## src/rtl/alarm_ctrl.sv

```systemverilog
`default_nettype none
// alarm_ctrl: user-interface sequencer for the alarm clock (time/alarm editing, commit, match, ring, snooze).
// Revision 1.0
module alarm_ctrl #(
  parameter int RING_SEC   = 60,
  parameter int SNOOZE_SEC = 300
) (
  input  logic       clk,
  input  logic       rst_n,
  input  logic       tick_1hz,
  input  logic       btn_mode,
  input  logic       btn_inc,
  input  logic       btn_set,
  input  logic [3:0] cur_hr_t,
  input  logic [3:0] cur_hr_o,
  input  logic [3:0] cur_min_t,
  input  logic [3:0] cur_min_o,
  input  logic [3:0] cur_sec_t,
  input  logic [3:0] cur_sec_o,
  output logic       load_en,
  output logic [3:0] load_hr_t,
  output logic [3:0] load_hr_o,
  output logic [3:0] load_min_t,
  output logic [3:0] load_min_o,
  output logic [3:0] alm_hr_t,
  output logic [3:0] alm_hr_o,
  output logic [3:0] alm_min_t,
  output logic [3:0] alm_min_o,
  output logic [3:0] edit_hr_t,
  output logic [3:0] edit_hr_o,
  output logic [3:0] edit_min_t,
  output logic [3:0] edit_min_o,
  output logic [1:0] mode,
  output logic       edit_field,
  output logic       blink,
  output logic       armed,
  output logic       buzzer
);
  localparam int CNT_MAX = (RING_SEC > SNOOZE_SEC) ? RING_SEC : SNOOZE_SEC;
  localparam int CW      = $clog2(CNT_MAX + 1);
  localparam logic [CW-1:0] RING_LD = CW'(RING_SEC);
  localparam logic [CW-1:0] SNZ_LD  = CW'(SNOOZE_SEC);
  localparam logic [CW-1:0] CNT_ONE = CW'(1);

  typedef enum logic [2:0] {
    S_RUN        = 3'd0,
    S_EDIT_TIME  = 3'd1,
    S_EDIT_ALARM = 3'd2,
    S_RINGING    = 3'd3,
    S_SNOOZE     = 3'd4
  } state_t;

  state_t          state, state_n;
  logic [15:0]     edit_q, edit_n, alm_q, alm_n, load_q, load_n, cur_hm;
  logic [CW-1:0]   cnt, cnt_n;
  logic [1:0]      mode_n;
  logic            field_n, blink_n, armed_n, load_en_n, match, match_d;

  // BCD increments with per-field wrap and no carry into the other field
  function automatic logic [7:0] inc_hr(input logic [7:0] v);
    if (v == 8'h23)             return 8'h00;
    else if (v[3:0] == 4'd9)    return {v[7:4] + 4'd1, 4'd0};
    else                        return {v[7:4], v[3:0] + 4'd1};
  endfunction

  function automatic logic [7:0] inc_min(input logic [7:0] v);
    if (v == 8'h59)             return 8'h00;
    else if (v[3:0] == 4'd9)    return {v[7:4] + 4'd1, 4'd0};
    else                        return {v[7:4], v[3:0] + 4'd1};
  endfunction

  assign cur_hm = {cur_hr_t, cur_hr_o, cur_min_t, cur_min_o};
  assign match  = armed && (cur_hm == alm_q) && (cur_sec_t == 4'd0) && (cur_sec_o == 4'd0);

  assign {load_hr_t, load_hr_o, load_min_t, load_min_o} = load_q;
  assign {alm_hr_t, alm_hr_o, alm_min_t, alm_min_o}     = alm_q;
  assign {edit_hr_t, edit_hr_o, edit_min_t, edit_min_o} = edit_q;

  always_comb begin
    state_n   = state;
    edit_n    = edit_q;
    alm_n     = alm_q;
    load_n    = load_q;
    field_n   = edit_field;
    blink_n   = blink;
    armed_n   = armed;
    load_en_n = 1'b0;
    cnt_n     = cnt;
    mode_n    = 2'd0;
    case (state)
      S_RUN: begin
        // An alarm edge outranks a simultaneous mode press so it is never missed
        if (match && !match_d) begin
          state_n = S_RINGING;
          cnt_n   = RING_LD;
        end else if (!btn_set && !btn_inc && btn_mode) begin
          state_n = S_EDIT_TIME;
          edit_n  = cur_hm;
          field_n = 1'b0;
          blink_n = 1'b0;
        end
      end
      S_EDIT_TIME, S_EDIT_ALARM: begin
        if (btn_set) begin
          if (!edit_field) begin
            field_n = 1'b1;
          end else begin
            state_n = S_RUN;
            field_n = 1'b0;
            blink_n = 1'b0;
            if (state == S_EDIT_TIME) begin
              load_n    = edit_q;
              load_en_n = 1'b1;
            end else begin
              alm_n   = edit_q;
              armed_n = 1'b1;
            end
          end
        end else if (btn_inc) begin
          if (!edit_field) edit_n[15:8] = inc_hr(edit_q[15:8]);
          else             edit_n[7:0]  = inc_min(edit_q[7:0]);
        end else if (btn_mode) begin
          field_n = 1'b0;
          blink_n = 1'b0;
          if (state == S_EDIT_TIME) begin
            state_n = S_EDIT_ALARM;
            edit_n  = alm_q;
          end else begin
            state_n = S_RUN;
          end
        end else if (tick_1hz) begin
          blink_n = !blink;
        end
      end
      S_RINGING: begin
        if (btn_set) begin
          state_n = S_RUN;
          cnt_n   = '0;
        end else if (btn_inc) begin
          state_n = S_SNOOZE;
          cnt_n   = SNZ_LD;
        end else if (tick_1hz) begin
          if (cnt <= CNT_ONE) begin
            state_n = S_RUN;
            cnt_n   = '0;
          end else begin
            cnt_n = cnt - CNT_ONE;
          end
        end
      end
      S_SNOOZE: begin
        if (btn_set) begin
          state_n = S_RUN;
          cnt_n   = '0;
        end else if (tick_1hz) begin
          if (cnt <= CNT_ONE) begin
            state_n = S_RINGING;
            cnt_n   = RING_LD;
          end else begin
            cnt_n = cnt - CNT_ONE;
          end
        end
      end
      default: state_n = S_RUN;
    endcase
    case (state_n)
      S_EDIT_TIME:          mode_n = 2'd1;
      S_EDIT_ALARM:         mode_n = 2'd2;
      S_RINGING, S_SNOOZE:  mode_n = 2'd3;
      default:              mode_n = 2'd0;
    endcase
  end

  always_ff @(posedge clk or negedge rst_n) begin
    if (!rst_n) begin
      state      <= S_RUN;
      edit_q     <= '0;
      alm_q      <= '0;
      load_q     <= '0;
      cnt        <= '0;
      edit_field <= 1'b0;
      blink      <= 1'b0;
      armed      <= 1'b0;
      load_en    <= 1'b0;
      match_d    <= 1'b0;
      mode       <= 2'd0;
      buzzer     <= 1'b0;
    end else begin
      state      <= state_n;
      edit_q     <= edit_n;
      alm_q      <= alm_n;
      load_q     <= load_n;
      cnt        <= cnt_n;
      edit_field <= field_n;
      blink      <= blink_n;
      armed      <= armed_n;
      load_en    <= load_en_n;
      match_d    <= match;
      mode       <= mode_n;
      buzzer     <= (state_n == S_RINGING);
    end
  end
endmodule
`default_nettype wire
```

## config.mk

```make
export PLATFORM = sky130hd
export DESIGN_NAME = alarm_ctrl
export DESIGN_NICKNAME = d
export VERILOG_FILES = /design/src/rtl/alarm_ctrl.sv
export SDC_FILE = /design/constraint.sdc
export NUM_CORES = 1
export LEC_CHECK = 0
export ABC_AREA = 1
export BUFFER_PORTS_ARGS = -buffer_cell sky130_fd_sc_hd__buf_2
export CAP_MARGIN = 20
export CORE_ASPECT_RATIO = 0.9
export CORE_UTILIZATION = 35
export CTS_CLUSTER_SIZE = 16
export DETAILED_ROUTE_END_ITERATION = 8
export HOLD_SLACK_MARGIN = 0.06
export PLACE_DENSITY = 0.57
export SYNTH_ARGS = -nofsm -noshare
export SYNTH_HDL_FRONTEND = slang
export SYNTH_SLANG_ARGS = --single-unit
```

## constraint.sdc

```tcl
create_clock -name clk -period 2.2 [get_ports clk]
set_input_delay 0.22 -clock clk [delete_from_list [all_inputs] [get_ports clk]]
set_output_delay 0.22 -clock clk [all_outputs]
set_load 0.005 [all_outputs]
```

# After elaboration in Yosys (flattened, before gate mapping)
# Cells that the tools add are included.
# totals
register_bits	68
latchBits	0
ram_bits	0
romBits	0
input_bits	30
output_inout_bits	55
elab_cells	132
memories	0
# op_classes
n_addsub	5
multipliers	0
n_div	0
order_cmp	1
n_eq_ne	28
shifts	0
muxes	55
bitwise	1
reduce_logical	27
# ops
operator	count
$mux W16	6
$mux W9	8
$mux W8	6
$mux W3	13
$pmux W16 S2	1
$pmux W9 S3	1
$ne A3 B3 Y1 const B	7
$reduce_and A6 Y1	3
$add A4 B1 Y4 const B	4
$eq A16 B16 Y1	1
$ne A4 B4 Y1 const B	4
$mux W1	15
$reduce_and A7 Y1	2
$eq A3 B2 Y1 const B	4
$pmux W3 S4	1
$reduce_and A4 Y1	3
$le A9 B1 Y1 const B	1
$sub A9 B1 Y9 const B	1
$eq A4 B4 Y1 const B	2
$eq A8 B6 Y1 const B	1
$eq A8 B7 Y1 const B	1
$logic_not A4 Y1	2
$ne A2 B2 Y1 const B	4
$eq A3 B1 Y1 const B	2
other kinds (13)	24

# Depth between registers and ports, before layout
# Gate-level depths: netlist (run 1).
# depth
ltp_word	10
mapped_depth	12

# Least setup slack after synthesis (run 1)
# Ideal clock, no wire load.
# synth_timing
path_kind	flip-flop to flip-flop
start	register edit_q[9]
end	register edit_q[13]
arrival_ns	1.372
required_ns	2.073
setup_slack_ns	0.701
path_stages_with_launch	10
path_buffers	0
path_cell_list	dfrtp_1 inv_1 ha_1 nand3_1 nand3_1 nor2_1 nor2_1 nand3_4 nand2_1 o21ai_0
# synth_between
elab_chain_len	6
elab_cells_between_ends	9
# synth_rtl
item	line	source
start, declared	54	logic [15:0] edit_q, edit_n, alm_q, alm_n, load_q, load_n, cur_hm;
start signal, assigned	190	edit_q <= edit_n;
$eq A8 B6 Y1	61	if (v == 8'h23) return 8'h00;
$mux W8	61	
$mux W8	120	if (!edit_field) edit_n[15:8] = inc_hr(edit_q[15:8]);
$mux W16	119	end else if (btn_inc) begin
$mux W16	104	if (btn_set) begin
$pmux W16 S2	90	case (state)
# Parallel ways exist; a longest one is shown, timed or not. The select of a mux whose other input is x is not followed.
# A chain may end at the register's enable or synchronous reset.

# Worst setup path after layout (run 1)
# layout_timing
start	register alm_q[15]
end	register cnt[5]
# layout_between
elab_chain_len	7
# layout_rtl
item	line	source
start, declared	54	
start signal, assigned	191	alm_q <= alm_n;
$eq A16 B16 Y1	73	assign match = armed && (cur_hm == alm_q) && (cur_sec_t == 4'd0) && (cur_sec_o == 4'd0);
$logic_and A1 B1 Y1 (3 in a row)	73	
$logic_and A1 B1 Y1	93	if (match && !match_d) begin
$ne A2 B2 Y1 (no line)	--	
$reduce_and A4 Y1 (no line)	--	
end signal, assigned	193	cnt <= cnt_n;
end, declared	55	logic [CW-1:0] cnt, cnt_n;
# No other way between the ends.

==> flow_summary_export.csv, run 1 <==
group,metric,value,unit
global_route,overflow,0,
cts,cts_resized,0,
global_route,grt_pass1_vias,3737,
logic_synthesis,synthTopCellsByArea,"dfrtp_1, nand2_1, o21ai_0",
cts,ctsHoldBuffers,1,
logic_synthesis,synth_cells,570,
place,dp.cells,801,
power,max-vdd-ir-drop,0.000444,V
sta,setup-violations-final,0,
floorplan,die_x,118,um
logic_synthesis,yosysWarnings,0,
floorplan,die_area,12500,um2
floorplan,placeableCoreArea,11600,um2
cts,cts_root_buf,"clkbuf_16",
place,routabilityCongestion,0.868,
routing,dr.first_iter.drc_count,292,
floorplan,rows,37,
floorplan,ios,85,
place,hpwl,8380,um
logic_synthesis,synth_fp_nets,610,
outcome,status,"completed",
layout,fin_cells,817,
sta,rsz0062_at_grt,"no",
sta,worst_clock_skew,0.00635,ns
cts,clock_sinks,68,
critical_path,startpoint_type,"flip-flop",
cts,cts-buffers-inserted,9,
sta,hold_slack,0.217,ns
sta,finalCritPeriodShare,0.813,
critical_path,path_max_fanout,15,
logic_synthesis,synth_top_area_cell,"dfrtp_1",
global_route,antenna_found_initial,0,
critical_path,cp.required,2.47,ns
global_route,grt_pass1_wl,18800,um
global_route,grt_max_degree,69,
layout,n_antenna_cell,0,
routing,antenna_left,0,
routing,num_vias,3948,
logic_synthesis,synth_top_area_share,0.402,
logic_synthesis,synthArstFlopShare,1.00,
cts,cts_tree,"done",
worst_hold_path,hold_path.class,"in2reg",
routing,drt_wl_total,11400,um
cts,cts_post_setup_buffers_inserted,0,
place,portBuffers,84,
sta,period_needed,1.79,ns
sta,tightestPinTransition,0.442,ns
cts,clk_latency,0.33,ns
layout,nets,697,
critical_path,path_class,"reg2reg",
cts,cts.path.max_buffers,2,
floorplan,initial_core_util,0.364,
logic_synthesis,synth_seq_cells,68,
logic_synthesis,synth_cell_type_count,41,
sta,fin_setup_tns,0,ns
logic_synthesis,synth-edff-count,0,
cts,clkTransAtPathRegs,0.06,ns
floorplan,fp.dieH,106,um
sta,hold_viol,0,
layout,drive_gt1_frac,0.228,
logic_synthesis,syn_avg_cell_area,7.42,um2
flow_run,max_cap_viol_count,0,
routing,first_pass_iters,4,
power,leakage,2.65,nW
logic_synthesis,netlist_area,4230,um2
sta,maxSlewHeadroom,0.703,
power,power_density,978,nW/um2
critical_path,crit_path_end_kind,"flip-flop",
sta,fmax,0.559,GHz
routing,wl_per_cell,14.0,um
sta,slew_violations,0,
logic_synthesis,synth_flop_cell,"dfrtp_1",
layout,syn_to_final_growth,21.9,%
critical_path,crit_arrival,2.05,ns
routing,avgViaCountPerCell,4.83,
cts,cts_max_level,3,
layout,fillers,1178,
routing,drc_errors,0,
logic_synthesis,seq_area_frac_synth,0.402,
global_route,grt_usage,0.194,
Yosys cell counts, types with 2 or more instances:
library cell    n
a21oi_1        13
a41oi_1         2
buf_2           8
buf_6           3
clkbuf_1        2
dfrtp_1        68
ha_1           10
inv_1          57
inv_2          11
mux2i_1         2
nand2_1       171
nand2_2         6
nand3_1        21
nand3_2         3
nand3_4         2
nand3b_2        2
nand4_1         7
nor2_1         49
nor2_2          3
nor2_4          3
nor3_1          3
o211ai_1        5
o21ai_0        57
o21ai_1        18
o21ai_2        12
o22ai_1         3
xnor2_1         8
xor2_1          8
worst max-delay path, cell delays in order, from the launching register on:
cell and delay (ns):
dfrtp_1 0.37, inv_1 0.07, nand2_1 0.07, o21ai_0 0.08, nor2_1 0.13, nand2_1 0.10, nor2_2 0.14, nand4_2 0.23
nand2_2 0.16, nand2_4 0.14, inv_1 0.12, nand2_1 0.06, nand2_1 0.06
logic make-up (layout without fill, tap and decap cells):
family / after synthesis / count (layout) / share of synthesized area
muxes: 2 / 2 / 0.00473
DFF: 68 / 68 / 0.402
buffers and inverters: 84 / 175 / 0.0857
and+or+nand+nor: 275 / 275 / 0.286
AOI/OAI and AO/OA: 115 / 115 / 0.158
adders and majority gates: 10 / 10 / 0.0296
xor gates and xnor gates: 16 / 16 / 0.0331
worst paths after layout:
check	end	startpoint	slack [ns]	cells after the start
max reg2reg	cnt[5]	alm_q[15]	0.41	12
min in group asynchronous	load_q[0]	rst_n	0.44	3
max in group asynchronous	state[2]	rst_n	1.44	3
min	edit_q[4]	cur_min_t[0]	0.22	3
min reg2reg	load_q[8]	load_q[8]	0.46	2
max	cnt[5]	alm_q[15]	0.41	12
report_power, final:
group	internal (mW)	switching [mW]	leakage (nW)
logic	0.655	0.868	1.64
registers	1.60	0.373	0.849
clock network	1.02	0.534	0.156
total	3.27	1.77	2.65
per-layer routing:
metal,GRT usage,part of all wire,up-vias
li1,-,-,2013
met1,0.282,0.50,1801
met2,0.288,0.43,122
met3,0.0359,0.058,12
met4,0.0650,0.014,0
met5,0,0,-
flip-flops by register name, indices dropped and copies added, names as in the netlist:
signal,flops
blink,1
match_d,1
buzzer,1
edit_q,16
cnt,9
load_en,1
load_q,16
armed,1
state,3
mode,2
edit_field,1
alm_q,16
through the flow:
stage          utilization  area (um2)  setup WS [ns]  total power, mW
2_1_floorplan            -        4230          0.701             2.81
4_1_cts              0.444        5160          0.372             5.09
3_5_place_dp         0.416        4830          0.401             3.52
3_3_place_gp         0.416        4830          0.449             3.48
6_report             0.444        5160          0.411             5.04
5_1_grt              0.444        5160          0.115             5.41
cell type report:
| cell class | instances | area [um2] | share of cell area |
|---|---|---|---|
| Timing Repair Buffer | 92 | 520 | 0.101 |
| Sequential cell | 68 | 1700 | 0.330 |
| Inverter | 68 | 255 | 0.0495 |
| Clock inverter | 4 | 73.8 | 0.0143 |
| Clock buffer | 11 | 243 | 0.0471 |
| Multi-Input combinational cell | 418 | 2170 | 0.420 |
| Tap cell | 156 | 195 | 0.0379 |
cell usage in the layout (no fill, tap or decap), drive strengths merged, types with 3 or more instances in the layout:
cell,count
nor2,55
nor3,3
o22ai,3
xnor2,8
o211ai,6
inv,68
a21oi,13
nand4,8
o21ai,88
nand2,178
nand3b,3
buf,91
nand3,26
ha,10
dfrtp,68
clkbuf,11
xor2,8
Note: power is estimated with default switching activity, not from simulation.
==> run 2: changes to the inputs <==
ABC_AREA = 0   (was 1)
clock period = 1.87 ns   (was 2.2 ns; I/O delays follow)
==> run 2 against run 1 <==
Net effect: the run now ends with setup timing left; sequential cell count did not move; final cell count down 9.3%; design area rose by 14%; global-route usage rose by 1.2 points; sequential share of layout area fell by 4.0 points; hold slack worse by 0.059 ns; first-iteration DRC count decreased by 38%; synthesized cell count down 28%; count of clock-buffer cells in the layout grew 1; combinational power rose to 3.4 times the previous value; sequential power is 35% higher; maximum frequency is 19% lower; largest cell class unchanged.
==> flow_summary_export.csv, run 2 <==
group,metric,value,unit
outcome,status,"finished with violations",
outcome,violations,"setup timing",
floorplan,initial_core_util,0.365,
critical_path,crit_path_end_kind,"flip-flop",
logic_synthesis,synthTopCellsByArea,"dfrtp_1, mux2_2, mux2_1",
logic_synthesis,synth_fp_nets,453,
layout,final_cell_mix,"buf_2, buf_4, dfrtp_1, o21ai_0",
power,leakage,2.84,nW
routing,first_pass_iters,5,
sta,rsz0062_at_grt,"yes",
logic_synthesis,synth_cell_type_count,60,
sta,tightestPinTransition,0.440,ns
power,power,9.46,mW
worst_hold_path,hold_path.class,"in2reg",
layout,fin_cells,741,
layout,syn_to_final_growth,46.4,%
critical_path,cp.required,2.09,ns
power,power_density,1610,nW/um2
place,routabilityCongestion,0.872,
logic_synthesis,synth_cells,413,
power,max-vdd-ir-drop,0.000751,V
floorplan,die_area,11900,um2
place,portBuffers,84,
power,internal-power,5.82,mW
routing,drc_errors,0,
floorplan,ios,85,
logic_synthesis,seq_area_frac_synth,0.424,
sta,period_needed,2.22,ns
global_route,grt_pass1_wl,19000,um
cts,cts_max_level,3,
sta,setup_ws,-0.349,ns
logic_synthesis,synth_seq_cells,68,
sta,fmax,0.451,GHz
logic_synthesis,synth_top_area_cell,"dfrtp_1",
sta,worst_clock_skew,0.00905,ns
critical_path,startpoint_type,"flip-flop",
cts,clkTransAtPathRegs,0.06,ns
sta,slew_violations,0,
logic_synthesis,synth_common_cells,"dfrtp_1, nand2_1, nor2_1",
critical_path,crit_arrival,2.44,ns
logic_synthesis,yosysWarnings,0,
logic_synthesis,synth_top_area_share,0.424,
logic_synthesis,netlist_area,4020,um2
sta,hold_slack,0.158,ns
routing,num_vias,3761,
cts,cts_root_buf,"clkbuf_16",
power,pwr-share-seq,0.279,
power,comb_power_share,0.548,
place,hpwl,8360,um
sta,hold_viol,0,
layout,final_common_cell,"buf_2",
floorplan,fp.dieH,104,um
cts,cts_tree,"done",
sta,finalCritPeriodShare,1.19,
flow_run,max_cap_viol_count,0,
layout,finalCoreUtilization,0.535,
logic_synthesis,synthArstFlopShare,1.00,
routing,antenna_left,0,
critical_path,path_max_fanout,4,
routing,avgViaCountPerCell,5.08,
place,placed_area,5260,um2
cts,cts-buffers-inserted,9,
floorplan,placeableCoreArea,11000,um2
sta,maxSlewHeadroom,0.706,
layout,drive_gt1_frac,0.469,
global_route,grt_usage,0.206,
layout,finalInstanceArea,5880,um2
logic_synthesis,synth_flop_cell,"dfrtp_1",
global_route,grt_pass1_vias,3772,
critical_path,path_class,"reg2reg",
routing,wl_per_cell,16.0,um
power,power.switching,3.64,mW
logic_synthesis,synth-edff-count,0,
layout,biggestRegsByFlops,"alm_q: 16 flops, edit_q: 16 flops, load_q: 16 flops",
routing,dr.first_iter.drc_count,180,
layout,nets,624,
cts,clock_sinks,68,
logic_synthesis,syn_avg_cell_area,9.72,um2
power,sw_frac_of_total,0.385,
floorplan,rows,36,
cts,clk_latency,0.34,ns
floorplan,die_x,115,um
sta,setup-violations-final,39,
power,clkPwrFrac,0.172,
layout,n_antenna_cell,0,
global_route,overflow,0,
logic_synthesis,yosysMostFrequentCell,"dfrtp_1",
global_route,antenna_found_initial,0,
global_route,grt_max_degree,69,
routing,drt_wl_total,11800,um
cts,cts.path.max_buffers,2,
place,dp.cells,713,
[run 2: changes by cell type in the layout (fill, tap and decap cells not counted), moves of 9 or more]
| cell | previous run | this run |
|---|---|---|
| o21ai_1 | 18 | 9 |
| inv_2 | 11 | 2 |
| nand2_1 | 171 | 29 |
| buf_4 | 4 | 79 |
| mux2_4 | 0 | 11 |
| xor2_1 | 8 | 17 |
| nor2_1 | 49 | 29 |
| mux2_2 | 0 | 21 |
| o21ai_0 | 57 | 30 |
| inv_1 | 57 | 15 |
| nand3_1 | 21 | 5 |
[run 2: per-stage QoR]
step | setup TNS [ns] | setup slack (ns)
global placement | -5.89 | -0.274
finish | -6.11 | -0.349
floorplan | -2.54 | -0.304
detailed placement | -7.65 | -0.334
CTS | -4.38 | -0.351
global route | -10.06 | -0.439
[run 2: logic make-up after synthesis]
group | share of synthesized area
AND/OR/NAND/NOR | 0.163
AO/OA/AOI/OAI | 0.163
flip-flops | 0.424
multiplexers | 0.126
buffers and inverters | 0.0389
XOR/XNOR | 0.0545
adder cells (fa/ha/maj) | 0.0312
[run 2: cell type report]
| type | count | area (um2) |
|---|---|---|
| inverters | 17 | 63.8 |
| clock buffers | 12 | 267 |
| multi-input cells | 308 | 2390 |
| well taps | 152 | 190 |
| fillers | 1031 | 5110 |
| flip-flops and latches | 68 | 1700 |
| repair buffers | 180 | 1250 |
| clock inverters | 4 | 22.5 |
[run 2: per-layer routing]
layer	wire, um	share of wire	track usage	up-vias
met5	0	0	0	-
met3	564	0.048	0.0456	19
li1	-	-	-	1820
met1	5500	0.46	0.277	1815
met2	5580	0.47	0.324	107
met4	208	0.018	0.0751	0
[run 2: critical path, stage by stage, from the launching register on]
cell	delay (ns)
dfrtp_1	0.38
inv_2	0.06
ha_1	0.13
or4b_1	0.42
o31a_1	0.27
o211a_1	0.24
nor3_4	0.24
mux2_1	0.36
[run 2: power by group through the flow]
stage	sequential [mW]	clock, mW	combinational, mW
finish	2.65	1.63	5.19
CTS	2.63	1.67	4.96
global placement	2.62	0	4.66
floorplan	2.79	0	2.38
global route	2.73	1.74	5.69
detailed placement	2.65	0	4.74
[run 2: final timing paths]
kind | from | end | slack (ns) | cells after the start
worst max-delay path | edit_q[12] | edit_q[14] | -0.35 | 7
worst min-delay path | cur_sec_o[3] | match_d | 0.16 | 4
worst max register to register | edit_q[12] | edit_q[14] | -0.35 | 7
worst min register to register | load_q[3] | load_q[3] | 0.50 | 1
max in group asynchronous | rst_n | state[0] | 1.13 | 3
min in group asynchronous | rst_n | load_q[13] | 0.39 | 3
[run 2: what timing repair did]
item                                   4_1_cts  5_1_grt
pin swaps                                    2       16
resized for setup                           29       35
hold buffers                                 1        0
buffers inserted                             4        6
setup endpoints to repair                   58       63
cloned                                       0        1
endpoints found under the hold margin       68        0
